$ cat src/rtl/gun_pkg.sv
// Shared constants for the light-gun crosshair generator.
// Covers joystick bit positions, axis FSM encoding and the arithmetic headroom.
package gun_pkg;
  localparam int DIR_RIGHT = 0;
  localparam int DIR_LEFT  = 1;
  localparam int DIR_DOWN  = 2;
  localparam int DIR_UP    = 3;

  // Extra bits above POS_W so that a step past either bound cannot wrap before saturation.
  localparam int ARITH_PAD = 4;

  typedef logic [0:0] axis_state_t;
  localparam axis_state_t AX_IDLE = 1'b0;
  localparam axis_state_t AX_MOVE = 1'b1;
endpackage

$ cat src/rtl/gun_axis.sv
// One bounded crosshair axis.
// Handles digital moves with tick-paced acceleration, saturation at the bounds, and the absolute analog map.
module gun_axis
  import gun_pkg::*;
#(
  parameter int POS_W      = 6,
  parameter int MIN        = 0,
  parameter int MAX        = 63,
  parameter int CTR        = 32,
  parameter int ACC_LEVELS = 4,
  parameter int ACC_HOLD   = 8,
  parameter bit ANA_NEG    = 1'b0
) (
  input  logic             clk_sys,
  input  logic             reset_n,
  input  logic             srst,
  input  logic             tick,
  input  logic             recenter,
  input  logic             analog_en,
  input  logic             dir_inc,
  input  logic             dir_dec,
  input  logic [7:0]       ana,
  output logic [POS_W-1:0] pos,
  output logic             chg
);
  localparam int AW     = POS_W + ARITH_PAD;
  localparam int LVL_W  = (ACC_LEVELS > 1) ? $clog2(ACC_LEVELS) : 1;
  localparam int HOLD_W = (ACC_HOLD > 1) ? $clog2(ACC_HOLD) : 1;
  localparam logic signed [AW-1:0] LO_S = AW'(MIN);
  localparam logic signed [AW-1:0] HI_S = AW'(MAX);

  axis_state_t       state_r, state_nxt_s;
  logic [LVL_W-1:0]  lvl_r, lvl_nxt_s, eff_lvl_s;
  logic [HOLD_W-1:0] hold_r, hold_nxt_s, eff_hold_s;
  logic              dir_r, dir_nxt_s;
  logic [POS_W-1:0]  pos_r, pos_nxt_s, sat_pos_s, ana_pos_s;
  logic              one_s, same_dir_s;
  logic signed [AW-1:0] cur_s, step_s, sum_s;
  logic signed [8:0] ana_ext_s, ana_neg_s;
  logic [7:0]        ana_sel_s, ana_off_s;
  logic [16:0]       prod_s;

  // Candidate digital step: continue the current run, or restart at level 0 on entry/reversal.
  always_comb begin
    one_s      = dir_inc ^ dir_dec;
    same_dir_s = (state_r == AX_MOVE) && (dir_r == dir_inc);
    eff_lvl_s  = same_dir_s ? lvl_r : {LVL_W{1'b0}};
    eff_hold_s = same_dir_s ? hold_r : {HOLD_W{1'b0}};
    cur_s      = signed'(AW'(pos_r));
    step_s     = signed'(AW'(1'b1) << eff_lvl_s);
    sum_s      = dir_inc ? (cur_s + step_s) : (cur_s - step_s);
    if (sum_s < LO_S) begin
      sat_pos_s = POS_W'(MIN);
    end else if (sum_s > HI_S) begin
      sat_pos_s = POS_W'(MAX);
    end else begin
      sat_pos_s = sum_s[POS_W-1:0];
    end
  end

  // Absolute analog map; the vertical axis inverts the stick and clamps -(-128) to 127.
  always_comb begin
    ana_ext_s = signed'({ana[7], ana});
    ana_neg_s = -ana_ext_s;
    if (ANA_NEG) begin
      ana_sel_s = (ana_neg_s > 9'sd127) ? 8'h7F : ana_neg_s[7:0];
    end else begin
      ana_sel_s = ana;
    end
    ana_off_s = {~ana_sel_s[7], ana_sel_s[6:0]};
    prod_s    = 17'(ana_off_s) * 17'(MAX - MIN + 1);
    ana_pos_s = POS_W'(17'(MIN) + (prod_s >> 8));
  end

  // Next-state selection; recenter beats analog, analog beats digital motion.
  always_comb begin
    state_nxt_s = state_r;
    lvl_nxt_s   = lvl_r;
    hold_nxt_s  = hold_r;
    dir_nxt_s   = dir_r;
    pos_nxt_s   = pos_r;
    if (recenter) begin
      pos_nxt_s   = POS_W'(CTR);
      state_nxt_s = AX_IDLE;
      lvl_nxt_s   = {LVL_W{1'b0}};
      hold_nxt_s  = {HOLD_W{1'b0}};
    end else if (analog_en) begin
      state_nxt_s = AX_IDLE;
      lvl_nxt_s   = {LVL_W{1'b0}};
      hold_nxt_s  = {HOLD_W{1'b0}};
      if (tick) begin
        pos_nxt_s = ana_pos_s;
      end else begin
        pos_nxt_s = pos_r;
      end
    end else if (tick && one_s) begin
      state_nxt_s = AX_MOVE;
      dir_nxt_s   = dir_inc;
      pos_nxt_s   = sat_pos_s;
      if (eff_hold_s == HOLD_W'(ACC_HOLD - 1)) begin
        hold_nxt_s = {HOLD_W{1'b0}};
        lvl_nxt_s  = (eff_lvl_s == LVL_W'(ACC_LEVELS - 1)) ? eff_lvl_s : eff_lvl_s + LVL_W'(1);
      end else begin
        hold_nxt_s = eff_hold_s + HOLD_W'(1);
        lvl_nxt_s  = eff_lvl_s;
      end
    end else if (tick) begin
      state_nxt_s = AX_IDLE;
      lvl_nxt_s   = {LVL_W{1'b0}};
      hold_nxt_s  = {HOLD_W{1'b0}};
    end else begin
      state_nxt_s = state_r;
    end
  end

  // Axis state registers.
  always_ff @(posedge clk_sys or negedge reset_n) begin
    if (!reset_n) begin
      state_r <= AX_IDLE;
      lvl_r   <= {LVL_W{1'b0}};
      hold_r  <= {HOLD_W{1'b0}};
      dir_r   <= 1'b0;
      pos_r   <= POS_W'(CTR);
    end else if (srst) begin
      state_r <= AX_IDLE;
      lvl_r   <= {LVL_W{1'b0}};
      hold_r  <= {HOLD_W{1'b0}};
      dir_r   <= 1'b0;
      pos_r   <= POS_W'(CTR);
    end else begin
      state_r <= state_nxt_s;
      lvl_r   <= lvl_nxt_s;
      hold_r  <= hold_nxt_s;
      dir_r   <= dir_nxt_s;
      pos_r   <= pos_nxt_s;
    end
  end

  assign pos = pos_r;
  assign chg = (pos_nxt_s != pos_r);
endmodule

$ cat src/rtl/gun_position_ctrl.sv
// Multi-player light-gun crosshair generator.
// Instantiates one H and one V axis per player, slices the buses and registers the per-player moving flag.
module gun_position_ctrl
  import gun_pkg::*;
#(
  parameter int NUM_PLAYERS = 2,
  parameter int POS_W       = 6,
  parameter int H_MIN       = 0,
  parameter int H_MAX       = 63,
  parameter int V_MIN       = 0,
  parameter int V_MAX       = 63,
  parameter int H_CTR       = 32,
  parameter int V_CTR       = 32,
  parameter int ACC_LEVELS  = 4,
  parameter int ACC_HOLD    = 8
) (
  input  logic                         clk_sys,
  input  logic                         reset_n,
  input  logic                         srst,
  input  logic                         tick,
  input  logic [4*NUM_PLAYERS-1:0]     joy_dir,
  input  logic [NUM_PLAYERS-1:0]       analog_en,
  input  logic [8*NUM_PLAYERS-1:0]     ana_x,
  input  logic [8*NUM_PLAYERS-1:0]     ana_y,
  input  logic [NUM_PLAYERS-1:0]       recenter,
  output logic [POS_W*NUM_PLAYERS-1:0] gun_h,
  output logic [POS_W*NUM_PLAYERS-1:0] gun_v,
  output logic [NUM_PLAYERS-1:0]       moving
);
  logic [NUM_PLAYERS-1:0] chg_h_s, chg_v_s, moving_nxt_s, moving_r;

  for (genvar p = 0; p < NUM_PLAYERS; p++) begin : g_player
    gun_axis #(
      .POS_W(POS_W), .MIN(H_MIN), .MAX(H_MAX), .CTR(H_CTR),
      .ACC_LEVELS(ACC_LEVELS), .ACC_HOLD(ACC_HOLD), .ANA_NEG(1'b0)
    ) u_axis_h (
      .clk_sys(clk_sys), .reset_n(reset_n), .srst(srst), .tick(tick),
      .recenter(recenter[p]), .analog_en(analog_en[p]),
      .dir_inc(joy_dir[4*p+DIR_RIGHT]), .dir_dec(joy_dir[4*p+DIR_LEFT]),
      .ana(ana_x[8*p +: 8]), .pos(gun_h[POS_W*p +: POS_W]), .chg(chg_h_s[p])
    );

    // Up raises V so that digital motion agrees with the inverted analog Y map.
    gun_axis #(
      .POS_W(POS_W), .MIN(V_MIN), .MAX(V_MAX), .CTR(V_CTR),
      .ACC_LEVELS(ACC_LEVELS), .ACC_HOLD(ACC_HOLD), .ANA_NEG(1'b1)
    ) u_axis_v (
      .clk_sys(clk_sys), .reset_n(reset_n), .srst(srst), .tick(tick),
      .recenter(recenter[p]), .analog_en(analog_en[p]),
      .dir_inc(joy_dir[4*p+DIR_UP]), .dir_dec(joy_dir[4*p+DIR_DOWN]),
      .ana(ana_y[8*p +: 8]), .pos(gun_v[POS_W*p +: POS_W]), .chg(chg_v_s[p])
    );
  end

  // Moving flag: refreshed on every tick, cleared by recenter, held otherwise.
  always_comb begin
    moving_nxt_s = moving_r;
    for (int p = 0; p < NUM_PLAYERS; p++) begin
      if (recenter[p]) begin
        moving_nxt_s[p] = 1'b0;
      end else if (tick) begin
        moving_nxt_s[p] = chg_h_s[p] | chg_v_s[p];
      end else begin
        moving_nxt_s[p] = moving_r[p];
      end
    end
  end

  // Moving flag register.
  always_ff @(posedge clk_sys or negedge reset_n) begin
    if (!reset_n) begin
      moving_r <= {NUM_PLAYERS{1'b0}};
    end else if (srst) begin
      moving_r <= {NUM_PLAYERS{1'b0}};
    end else begin
      moving_r <= moving_nxt_s;
    end
  end

  assign moving = moving_r;
endmodule
$ cat config.mk
export PLATFORM = sky130hd
export DESIGN_NAME = gun_position_ctrl
export DESIGN_NICKNAME = d
export VERILOG_FILES = /design/src/rtl/gun_pkg.sv /design/src/rtl/gun_axis.sv /design/src/rtl/gun_position_ctrl.sv
export SDC_FILE = /design/constraint.sdc
export NUM_CORES = 1
export LEC_CHECK = 0
export BUFFER_PORTS_ARGS = -buffer_cell sky130_fd_sc_hd__buf_2
export CAP_MARGIN = 20
export CORE_ASPECT_RATIO = 0.6
export CORE_MARGIN = 2
export CORE_UTILIZATION = 61
export CTS_CLUSTER_SIZE = 12
export DETAILED_ROUTE_END_ITERATION = 7
export PLACE_DENSITY = 0.86
export SLEW_MARGIN = 20
export SYNTH_ARGS = -nofsm -noshare
export SYNTH_HDL_FRONTEND = slang
export SYNTH_HIERARCHICAL = 1
export SYNTH_SLANG_ARGS = --single-unit
export TNS_END_PERCENT = 50
$ cat constraint.sdc
create_clock -name clk_sys -period 4.3 [get_ports clk_sys]
set_input_delay 0.645 -clock clk_sys [delete_from_list [all_inputs] [get_ports clk_sys]]
set_output_delay 0.645 -clock clk_sys [all_outputs]
set_load 0.05 [all_outputs]
# == After elaboration in Yosys (flattened, before gate mapping) ==
# Cells that the tools add are included.
# totals
reg_bits,54
inputBits,48
out_inout_bits,26
elab_cells,232
# op_classes
n_addsub,18
magnitude_cmp,10
eq_ne,20
shift,4
mux,126
bitwise,10
n_reduce_logical,22
# ops
op,n
2-to-1 mux 6 bit,28
2-to-1 mux 3 bit,25
2-to-1 mux 2 bit,30
adder 7 x 10 -> 10 bit,4
greater-than comparator 10 x 7 -> 1 bit (second input constant),4
less-than comparator 10 x 1 -> 1 bit (second input constant),4
2-to-1 mux 10 bit,4
left shift 1 x 2 -> 10 bit (first input constant),4
subtractor 7 x 10 -> 10 bit,4
2-to-1 mux 1 bit,37
!= test 6 bit,4
nonzero test 5 bit,4
greater-than comparator 9 x 8 -> 1 bit (second input constant),2
negator 8 -> 9 bit,2
2-to-1 mux 8 bit,2
adder 3 x 1 -> 3 bit (second input constant),4
== test 3 bit (second input constant),4
AND reduction 3 bit,4
adder 2 x 1 -> 2 bit (second input constant),4
== test 2 bit (second input constant),4
logical AND 1 bit,8
!= test 2 bit (second input constant),4
nonzero test 2 bit,4
nonzero test 3 bit,2
other kinds (4),14

# == Depth between registers and ports, before layout ==
# Gate-level depths: netlist of run 1.
# logic_depth
ltp_word,17
ltp_mapped,18
mapped_depth_nobuf,15

# == Cells and area by module ==
# The synthesis of run 1 kept the hierarchy.
# by_module_without_submodules
module,n_inst,cells_per_inst,area_per_inst_um2,seq_area_each_um2
gun_axis at g_player[0].u_axis_h ...,2,202,1659.1,326.6
gun_axis at g_player[0].u_axis_v,1,220,1656.6,326.6
gun_axis at g_player[1].u_axis_v,1,201,1649.1,326.6
gun_position_ctrl,1,8,85.1,50.0

# == Worst setup path after synthesis of run 1 ==
# OpenSTA, ideal clock, no wires.
# synth_path
kind,input port to flip-flop
startpoint,in joy_dir[3]
endpoint,reg moving_r[0] (netlist: moving[0])
setup_time_ns,0.129
t_arrival_ns,4.125
required_time_ns,4.171
path_slack_ns,0.046
stages,17
path_buffers,2
cell_sequence,buf_2 xnor2_1 and2_1 clkbuf_1 o21ai_0 ha_1 fa_1 a21o_1 a2111oi_4 xnor2_1 nor2_1 o31ai_1 nor2_1 nand4b_1 or4_1 nor2_1 a2111oi_1
# synth_via
elab_chain_cells,17
elab_cells_between_ends,21
classes_between,add/sub: 2; order compare: 2; eq/ne: 2; shift: 1; mux: 10; bitwise: 2; reduce/logical: 2
# synth_rtl
element,line,rtl
from (decl),gun_position_ctrl.sv:21,"input logic [4*NUM_PLAYERS-1:0] joy_dir,"
== test 1 bit,gun_axis.sv:46,same_dir_s = (state_r == AX_MOVE) && (dir_r == dir_inc);
logical AND 1 bit,gun_axis.sv:46,
2-to-1 mux 2 bit,gun_axis.sv:47,eff_lvl_s = same_dir_s ? lvl_r : {LVL_W{1'b0}};
left shift 1 x 2 -> 10 bit,gun_axis.sv:50,step_s = signed'(AW'(1'b1) << eff_lvl_s);
subtractor 7 x 10 -> 10 bit / adder 7 x 10 -> 10 bit (equally long branches),gun_axis.sv:51,sum_s = dir_inc ? (cur_s + step_s) : (cur_s - step_s);
2-to-1 mux 10 bit,gun_axis.sv:51,
greater-than comparator 10 x 7 -> 1 bit,gun_axis.sv:54,end else if (sum_s > HI_S) begin
2-to-1 mux 6 bit,gun_axis.sv:54,
[2 not listed],-,
2-to-1 mux 6 bit (*),gun_axis.sv:87,end else if (analog_en) begin
2-to-1 mux 6 bit (*),gun_axis.sv:82,if (recenter) begin
!= test 6 bit (*),gun_axis.sv:140,assign chg = (pos_nxt_s != pos_r);
net chg_v_s[0],gun_position_ctrl.sv:30,"logic [NUM_PLAYERS-1:0] chg_h_s, chg_v_s, moving_nxt_s, moving_r;"
OR 1 bit (*),gun_position_ctrl.sv:62,moving_nxt_s[p] = chg_h_s[p] | chg_v_s[p];
2-to-1 mux 1 bit (*),gun_position_ctrl.sv:61,end else if (tick) begin
2-to-1 mux 1 bit (*),gun_position_ctrl.sv:59,if (recenter[p]) begin
2-to-1 mux 2 bit (*),gun_position_ctrl.sv:73,end else if (srst) begin
to (signal assigned),gun_position_ctrl.sv:72,moving_r <= {NUM_PLAYERS{1'b0}};
to (signal assigned),gun_position_ctrl.sv:74,moving_r <= {NUM_PLAYERS{1'b0}};
to (signal assigned),gun_position_ctrl.sv:76,moving_r <= moving_nxt_s;
to (decl),gun_position_ctrl.sv:30,
# The timed path passes the listed nets; every way through them passes the cells marked *. The select of a mux whose other input is x is not followed.
# A chain may end at the register's enable or synchronous reset.

# == Worst setup path after layout of run 1 ==
# Ends and elaborated chain as after synthesis.

==> results of run 1 <==
registers in the layout, summed over array words and instances, names as in the netlist:
register / flops
g_player.u_axis_h/dir_r: 2
g_player.u_axis_h/hold_r: 6
g_player.u_axis_h/lvl_r: 4
g_player.u_axis_h/pos: 12
g_player.u_axis_h/state_r: 2
g_player.u_axis_v/dir_r: 2
g_player.u_axis_v/hold_r: 6
g_player.u_axis_v/lvl_r: 4
g_player.u_axis_v/pos: 12
g_player.u_axis_v/state_r: 2
moving: 2
where the power goes:
group,switching [mW],internal [mW]
clock,0.184,0.293
combinational,0.387,0.235
sequential,0.0282,0.522
kinds of logic after synthesis:
family                   share of synthesized area [%]
XOR/XNOR                                          3.26
AO/OA/AOI/OAI                                     35.8
AND/OR/NAND/NOR                                   24.3
buffers and inverters                             5.76
flip-flops                                        20.2
adder cells (fa/ha/maj)                           8.28
multiplexers                                      2.42
routing by layer:
layer	GRT usage, %	vias up
li1	-	3341
met1	48.2	3276
met2	43.6	362
met3	4.97	14
met4	2.75	0
met5	0	-
stage by stage:
step	setup TNS [ns]	util, %	instance area (sq um)	hold WS, ns
final	0	70.6	7500	0.327
after global placement	0	68.6	7290	0.462
after global routing	0	70.6	7500	0.358
after detailed placement	-0.0684	68.6	7290	0.464
after floorplan	0	-	6710	0.349
after CTS	0	70.2	7470	0.343
repair_timing:
action                     CTS  global route
gates resized for setup      0             7
setup endpoints to repair    0             2
hold buffers                 0             0
final timing paths:
path | depth (start not counted) | end | start
max | 17 | moving[0] | joy_dir[3]
min | 1 | g_player[1].u_axis_h/dir_r | reset_n
max reg2reg | 16 | moving[0] | g_player[0].u_axis_v/dir_r
min reg2reg | 2 | g_player[0].u_axis_h/hold_r[0] | g_player[0].u_axis_h/hold_r[0]
max in group asynchronous | 2 | g_player[0].u_axis_v/pos[5] | reset_n
min in group clk_sys | 2 | g_player[0].u_axis_h/hold_r[0] | g_player[0].u_axis_h/hold_r[0]
layout make-up:
| class | instances | share of cell area [%] |
|---|---|---|
| clock buffers | 6 | 1.85 |
| clock inverters | 2 | 0.517 |
| inverters | 41 | 2.05 |
| multi-input cells | 697 | 66.7 |
| flip-flops and latches | 54 | 18.1 |
| well taps | 139 | 2.32 |
| repair buffers | 108 | 8.51 |
layout by cell type (no fill, tap or decap), types with 8 or more instances in the layout:
cell type / synthesis / layout
o21a_1: 10 / 10
o211ai_1: 9 / 9
a211o_1: 9 / 9
nand2b_1: 15 / 15
a21o_1: 16 / 16
buf_2: 10 / 69
nor3b_1: 8 / 8
nand4_1: 9 / 9
ha_1: 38 / 38
a31oi_1: 8 / 8
inv_1: 40 / 40
xnor2_1: 18 / 17
nor3_1: 25 / 25
dfrtp_1: 50 / 50
a22o_1: 9 / 9
mux2i_1: 14 / 14
buf_4: 2 / 39
o21ai_0: 27 / 27
a21oi_1: 62 / 62
and3_1: 15 / 15
nor2_1: 81 / 81
a22oi_1: 11 / 11
nor4_1: 10 / 9
a211oi_1: 24 / 24
o21bai_1: 10 / 10
nand3_1: 17 / 17
nand2_1: 62 / 62
==> flow_metrics.env, run 1 <==
export IMPL_drive_above_1_share_pct=19.9
export IMPL_synth_distinct_cells=94
export IMPL_ant_nets=0
export IMPL_insertion_delay_ns=0.29
export IMPL_hold_viol=0
export IMPL_gp_congestion=0.986
export IMPL_path_delay_family="compound AO/OA/AOI/OAI gates"
export IMPL_ys_ff_latch=54
export IMPL_port_buffers=69
export IMPL_ios=74
export IMPL_die_h_um=85.2
export IMPL_tightest_slew_ns=0.963
export IMPL_synthCells=833
export IMPL_synth_top_cell_area_share_pct=18.6
export IMPL_min_period_ns=4.05
export IMPL_cp_end_kind="flip-flop"
export IMPL_cpMaxStageDelayCell="or4_1"
export IMPL_slew_violations=0
export IMPL_r2r_setup_slack_ns=0.33
export IMPL_setup_slack_ns=0.245
export IMPL_arrival_ns=4.17
export IMPL_ys_top_cells_by_area="dfrtp_1 (19%), ha_1 (7.1%), a21oi_1 (4.6%)"
export IMPL_overflow=0
export IMPL_drv_cap=0
export IMPL_drt_initial_drc_count=830
export IMPL_clk_pin_slew_worst_paths_ns=0.07
export IMPL_start_util_pct=63.1
export IMPL_critPathKind="input pin to flip-flop"
export IMPL_multi_input_area_sq_um=5000
export IMPL_antenna_found_initial=0
export IMPL_cts_buffers_inserted=5
export IMPL_place_hpwl_um=13700
export IMPL_cts_tree="done"
export IMPL_powerDensity_nw_per_um2=220
export IMPL_power_total_mw=1.65
export IMPL_cts_root_buf="clkbuf_16"
export IMPL_seqCellArea_sq_um=1360
export IMPL_path_cells="buf_2, xnor2_1, and2_4, o21ai_0, ha_1, fa_1, a21o_1, buf_4, a2111oi_4, buf_4, nand2b_1, a22oi_1, a22oi_1, a311oi_1, or4_1, nor2_1, a2111oi_1"
export IMPL_syn_area_sq_um=6710
export IMPL_rsz0062_at_grt="false"
export IMPL_grt_pass1_wl_um=30200
export IMPL_synth_largest_area_cell="dfrtp_1"
export IMPL_ys_flop_type="dfrtp_1"
export IMPL_synth_most_common_cell="nor2_1"
export IMPL_core_area_sq_um=10600
export IMPL_wire_per_inst_um=17.5
export IMPL_clockBufferDepth=2
export IMPL_critPathMaxStageDelay_ns=0.58
export IMPL_grt_pass1_vias=6120
export IMPL_post_place_ws_ns=-0.0684
export IMPL_fp_dieW_um=139
export IMPL_drt_wl_total_um=18300
export IMPL_syn_area_per_cell_sq_um=8.05
export IMPL_p_leak_nw=3.32
export IMPL_cp_buffers_inverters=3
export IMPL_setup_viol=0
export IMPL_top_layer="met4"
export IMPL_rows=29
export IMPL_h_tree_depth=2
export IMPL_critPathMaxFanout=5
export IMPL_globalRouteTotalUtil_pct=30.1
export IMPL_die_area_sq_um=11900
export IMPL_peakVddDrop_uv=218
export IMPL_vias_per_cell=6.68
export IMPL_finalCritPeriodShare_pct=94.3
export IMPL_ys_warn_count=6
export IMPL_outcome="complete, no violations"
export IMPL_skew_ns=0.00750
export IMPL_grt_max_degree=48
export IMPL_ys_async_sr_fraction_pct=100
export IMPL_fill_cells=867
export IMPL_required_ns=4.42
export IMPL_place_inst=1039
export IMPL_dr_pass1_iters=6
export IMPL_post_cts_buffers=0
export IMPL_drc=0
export IMPL_synth_nets=923
export IMPL_via_count=6993
export IMPL_max_freq_mhz=247
export IMPL_diodes=0
export IMPL_ys_seq_area_share_pct=20.2
export IMPL_final_cell_count_no_fill=1047
export IMPL_met2_wirelength_um=7610
export IMPL_synth_common_cells="nor2_1 (81), a21oi_1 (62), nand2_1 (62)"
export IMPL_synth_edf_count=0
export IMPL_nNetsFinal=997
export IMPL_slew_headroom_pct=35.2
export IMPL_m1WireLength_um=8910
export IMPL_min_delay_path_class="input pin to asynchronous set/reset pin"
export IMPL_cp_start_kind="input pin"
export IMPL_wl_met3_um=1720
export IMPL_syn_to_final_growth_pct=11.8
export IMPL_cts_sinks=54
No activity file was read; power rests on OpenSTA's default activity.
==> inputs of run 2 (changes only) <==
- ABC_AREA: not set -> 0
- CORE_UTILIZATION: 61 -> 45
- PLACE_DENSITY: 0.86 -> 0.76
==> run 2 against run 1 <==
Count of clock-buffer cells in the layout up 1. First-iteration DRC count down 13%. Non-clock buffer count down 5. Cell count up 5.2%. Setup slack worse by 0.051 ns. Via count down 1.7%. Maximum frequency down 1.2%. Routed wire length up 1.1%. Global-route usage down 6.8 points. Critical path type unchanged. Largest cell class unchanged.
==> flow_metrics.env, run 2 (synthesis gave the netlist of run 1 again) <==
export IMPL_antenna_found_initial=0
export IMPL_dr_pass1_iters=5
export IMPL_via_count=6871
export IMPL_cts_sinks=54
export IMPL_p_leak_nw=3.27
export IMPL_post_cts_buffers=0
export IMPL_seqCellArea_sq_um=1360
export IMPL_place_area_sq_um=7320
export IMPL_critPathMaxFanout=5
export IMPL_critPathKind="input pin to flip-flop"
export IMPL_start_util_pct=46.1
export IMPL_clk_pin_slew_worst_paths_ns=0.07
export IMPL_drt_initial_drc_count=724
export IMPL_powerDensity_nw_per_um2=209
export IMPL_rows=34
export IMPL_utilization_pct=51.5
export IMPL_die_h_um=98.6
export IMPL_r2r_end="moving[0]"
export IMPL_drc=0
export IMPL_slew_violations=0
export IMPL_place_hpwl_um=13900
export IMPL_cts_tree="done"
export IMPL_drv_cap=0
export IMPL_die_area_sq_um=15900
export IMPL_grt_max_degree=48
export IMPL_grt_pass1_vias=6100
export IMPL_r2r_setup_slack_ns=0.28
export IMPL_multi_input_area_sq_um=5000
export IMPL_insertion_delay_ns=0.29
export IMPL_arrival_ns=4.23
export IMPL_rsz0062_at_grt="false"
export IMPL_clockBufferDepth=2
export IMPL_required_ns=4.42
export IMPL_outcome="complete, no violations"
export IMPL_port_buffers=69
export IMPL_skew_ns=0.00443
export IMPL_drt_wl_total_um=18500
export IMPL_final_cell_mix="nor2_1 (81), buf_2 (69), nand2_1 (62), a21oi_1 (62), dfrtp_1 (50)"
export IMPL_wire_per_inst_um=16.8
export IMPL_place_inst=1093
export IMPL_ios=74
export IMPL_gp_congestion=0.941
export IMPL_tightest_slew_ns=0.973
export IMPL_vias_per_cell=6.24
export IMPL_cp_end_kind="flip-flop"
export IMPL_core_area_sq_um=14500
export IMPL_postLayoutCellArea_sq_um=7500
export IMPL_final_cell_count_no_fill=1101
export IMPL_grt_pass1_wl_um=31000
export IMPL_cp_endpoint="moving[0]"
export IMPL_nNetsFinal=992
export IMPL_hold_buffers=0
export IMPL_final_common_cell="nor2_1"
export IMPL_startpoint="joy_dir[3]"
export IMPL_ant_nets=0
export IMPL_r2r_start="g_player[0].u_axis_v/dir_r"
export IMPL_finalCritPeriodShare_pct=95.5
export IMPL_cts_root_buf="clkbuf_16"
export IMPL_diodes=0
export IMPL_peakVddDrop_uv=138
export IMPL_cts_buffers_inserted=5
export IMPL_reg2reg_depth=15
export IMPL_setup_viol=0
export IMPL_overflow=0
export IMPL_drive_above_1_share_pct=19.0
export IMPL_fp_dieW_um=162
export IMPL_fill_cells=1391
export IMPL_hold_viol=0
export IMPL_max_freq_mhz=244
export IMPL_min_period_ns=4.11
export IMPL_min_delay_path_class="input pin to asynchronous set/reset pin"
export IMPL_globalRouteTotalUtil_pct=23.3
export IMPL_h_tree_depth=2
export IMPL_syn_to_final_growth_pct=11.7
export IMPL_slew_headroom_pct=34.5
export IMPL_cp_start_kind="input pin"
-- run 2: worst max-delay path, stage by stage --
cell and delay [ns]:
buf_2 0.12, xnor2_1 0.19, and2_1 0.22, o21ai_0 0.11
ha_1 0.22, fa_1 0.41, a21o_1 0.29, a211oi_4 0.34
o21ai_1 0.15, a22oi_2 0.25, nor2_1 0.08, a2111oi_2 0.26
nand4b_1 0.13, or4_1 0.58, nor2_1 0.14, a2111oi_1 0.08
-- run 2: repair_timing --
action / 4_1_cts / 5_1_grt
setup endpoints to repair: 0 / 2
gates resized for setup: 0 / 5
hold endpoints to repair: 0 / 0
-- run 2: cell type report --
cell class	instances	share of cell area (%)
multi-input combinational	697	66.7
sequential	54	18.1
timing repair buffer	103	8.01
tap	198	3.30
inverter	41	2.05
clock buffer	7	1.77
clock inverter	1	0.100
-- run 2: power breakdown --
group	internal [mW]	switching, mW
combinational	0.230	0.383
sequential	0.522	0.0278
clock	0.217	0.188
total	0.969	0.598
-- run 2: how the worst min path moves through the flow --
stage                                         startpoint  slack [ns]  cells after the start                        endpoint
after global placement    g_player[0].u_axis_v/hold_r[0]        0.46                      2  g_player[0].u_axis_v/hold_r[0]
final                                            reset_n        0.28                      1   g_player[1].u_axis_h/lvl_r[0]
after detailed placement  g_player[1].u_axis_h/hold_r[0]        0.46                      2  g_player[1].u_axis_h/hold_r[0]
after floorplan                                  reset_n        0.35                      0      g_player[0].u_axis_h/dir_r
after global routing                             reset_n        0.30                      1   g_player[1].u_axis_h/lvl_r[0]
after CTS                                        reset_n        0.29                      1   g_player[1].u_axis_h/lvl_r[0]
-- run 2: per-layer routing --
| layer | track usage [%] | vias up | routed length [um] |
|---|---|---|---|
| met5 | 0 | - | 0 |
| met4 | 2.65 | 0 | 110 |
| met3 | 3.87 | 14 | 1480 |
| met2 | 31.9 | 272 | 7350 |
| met1 | 38.5 | 3253 | 9590 |
| li1 | - | 3332 | - |
-- run 2: stage by stage --
step	power [mW]	TNS (ns)	hold slack, ns	setup slack, ns
3_5_place_dp	1.16	-0.212	0.465	-0.212
3_3_place_gp	1.15	-0.0135	0.456	-0.0135
5_1_grt	1.67	0	0.304	0.00105
6_report	1.57	0	0.282	0.195
2_1_floorplan	0.989	0	0.349	0.0459
4_1_cts	1.57	0	0.291	0.0623
==> inputs of run 3 (changes only) <==
- CORE_MARGIN: 2 -> not set
- clock period: 4.3 -> 5.2 ns (I/O delays scaled with it)
==> run 3 against run 2 <==
Clock power about the same. Sequential power decreased by 17%. Critical path depth unchanged. Worst hold slack improved by 0.21 ns. Die area decreased by 3.2%. Register-to-register slack improved by 0.61 ns.
==> flow_metrics.env, run 3 (synthesis gave the netlist of run 1 again) <==
export IMPL_overflow=0
export IMPL_power_total_mw=1.34
export IMPL_arrival_ns=4.73
export IMPL_powerDensity_nw_per_um2=185
export IMPL_nNetsFinal=960
export IMPL_ant_nets=0
export IMPL_max_freq_mhz=218
export IMPL_place_inst=1061
export IMPL_h_tree_depth=2
export IMPL_final_cell_count_no_fill=1069
export IMPL_finalCritPeriodShare_pct=88.4
export IMPL_die_area_sq_um=15400
export IMPL_setup_tns_final_ns=0
export IMPL_hold_viol=0
export IMPL_pwr_share_clk_pct=30.1
export IMPL_seq_power_share_pct=34.1
export IMPL_cts_buffers_inserted=5
export IMPL_outcome="complete, no violations"
export IMPL_cts_resized=0
export IMPL_critPathMaxFanout=9
export IMPL_drc=0
export IMPL_tightest_slew_ns=1.06
export IMPL_cp_end_kind="flip-flop"
export IMPL_intPower_mw=0.834
export IMPL_skew_ns=0.00997
export IMPL_critPathMaxStageDelay_ns=0.57
export IMPL_min_delay_path_class="flip-flop to flip-flop"
export IMPL_core_area_sq_um=14500
export IMPL_rsz0062_at_grt="false"
export IMPL_drv_cap=0
export IMPL_critPathKind="input pin to flip-flop"
export IMPL_setup_viol=0
export IMPL_diodes=0
export IMPL_grt_pass1_vias=5759
export IMPL_drive_above_1_share_pct=16.1
export IMPL_final_cell_mix="nor2_1 (81), buf_2 (69), nand2_1 (62), a21oi_1 (62), dfrtp_1 (50)"
export IMPL_place_hpwl_um=13200
export IMPL_cts_root_buf="clkbuf_16"
export IMPL_p_leak_nw=3.12
export IMPL_peakVddDrop_uv=189
export IMPL_gp_congestion=0.916
export IMPL_path_cells="buf_2, xnor2_1, and2_1, o21ai_0, ha_1, fa_1, a21o_1, a2111oi_4, xnor2_1, nor2_1, o31ai_1, nor2_1, nand4b_1, or4_1, nor2_1, a2111oi_1"
export IMPL_min_period_ns=4.60
export IMPL_fp_dieW_um=160
export IMPL_via_count=6722
export IMPL_dr_pass1_iters=6
export IMPL_grt_max_degree=55
export IMPL_clockBufferDepth=2
export IMPL_start_util_pct=46.2
export IMPL_die_h_um=96.6
export IMPL_rows=34
export IMPL_clk_pin_slew_worst_paths_ns=0.08
export IMPL_ios=74
export IMPL_syn_to_final_growth_pct=8.21
export IMPL_port_buffers=69
export IMPL_post_cts_buffers=0
export IMPL_combPwrFrac_pct=35.8
export IMPL_slew_headroom_pct=28.4
export IMPL_antenna_found_initial=0
export IMPL_slew_violations=0
export IMPL_cpMaxStageDelayCell="or4_1"
export IMPL_cts_sinks=54
export IMPL_globalRouteTotalUtil_pct=23.3
export IMPL_cts_tree="done"
export IMPL_grt_pass1_wl_um=29400
export IMPL_drt_wl_total_um=17900
export IMPL_cpMostUsedCell="nor2_1"
export IMPL_hold_buffers=0
export IMPL_wire_per_inst_um=16.8
export IMPL_vias_per_cell=6.29
export IMPL_final_common_cell="nor2_1"
export IMPL_drt_initial_drc_count=545
export IMPL_required_ns=5.33
export IMPL_insertion_delay_ns=0.30
export IMPL_power_switching_mw=0.508
export IMPL_swShare_pct=37.8
export IMPL_cp_start_kind="input pin"
## run 3: worst paths after layout
path                                                 from                             end  slack [ns]  cells after the start
max                                            joy_dir[3]                       moving[0]        0.60                     16
min                        g_player[0].u_axis_v/hold_r[0]  g_player[0].u_axis_v/hold_r[0]        0.49                      2
max reg2reg                    g_player[0].u_axis_v/dir_r                       moving[0]        0.89                     15
min reg2reg                g_player[0].u_axis_v/hold_r[0]  g_player[0].u_axis_v/hold_r[0]        0.49                      2
max in group asynchronous                         reset_n     g_player[0].u_axis_v/pos[1]        4.09                      2
min in group asynchronous                         reset_n    g_player[0].u_axis_h/state_r        0.62                      2
## run 3: area by class of cell
class / instances / area (sq um)
clock buffers: 5 / 125
clock inverters: 3 / 43.8
fillers: 1390 / 7250
inverters: 41 / 154
multi-input cells: 697 / 4970
flip-flops and latches: 54 / 1360
well taps: 198 / 248
repair buffers: 71 / 360
## run 3: critical path: cells and delay by family
family | cells | cell delay [ns]
AO/OA/AOI/OAI | 5 | 1.32
AND/OR/NAND/NOR | 6 | 1.31
adder cells (fa/ha/maj) | 2 | 0.70
XOR/XNOR | 2 | 0.43
buffers and inverters | 1 | 0.17
## run 3: power groups by stage
stage          sequential [mW]  combinational (mW)  clock (mW)
6_report                 0.457               0.480       0.404
5_1_grt                  0.459               0.528       0.427
4_1_cts                  0.456               0.473       0.409
3_5_place_dp             0.464               0.470           0
3_3_place_gp             0.464               0.465           0
2_1_floorplan            0.488               0.330           0
## run 3: routing by layer
metal	vias up	share of wire [%]	track usage, %
met4	0	0.84	3.61
met3	17	7.1	3.76
met2	219	39	32.3
met1	3205	53	37.3
met5	-	0	0
li1	3281	-	-
## run 3: through the flow
stage | utilization, % | hold slack, ns | setup WS (ns) | area [sq um]
2_1_floorplan | - | 0.435 | 0.811 | 6710
3_3_place_gp | 48.8 | 0.467 | 0.396 | 7080
3_5_place_dp | 48.8 | 0.469 | 0.360 | 7080
4_1_cts | 50.0 | 0.488 | 0.648 | 7250
5_1_grt | 50.0 | 0.512 | 0.264 | 7260
6_report | 50.0 | 0.493 | 0.602 | 7260
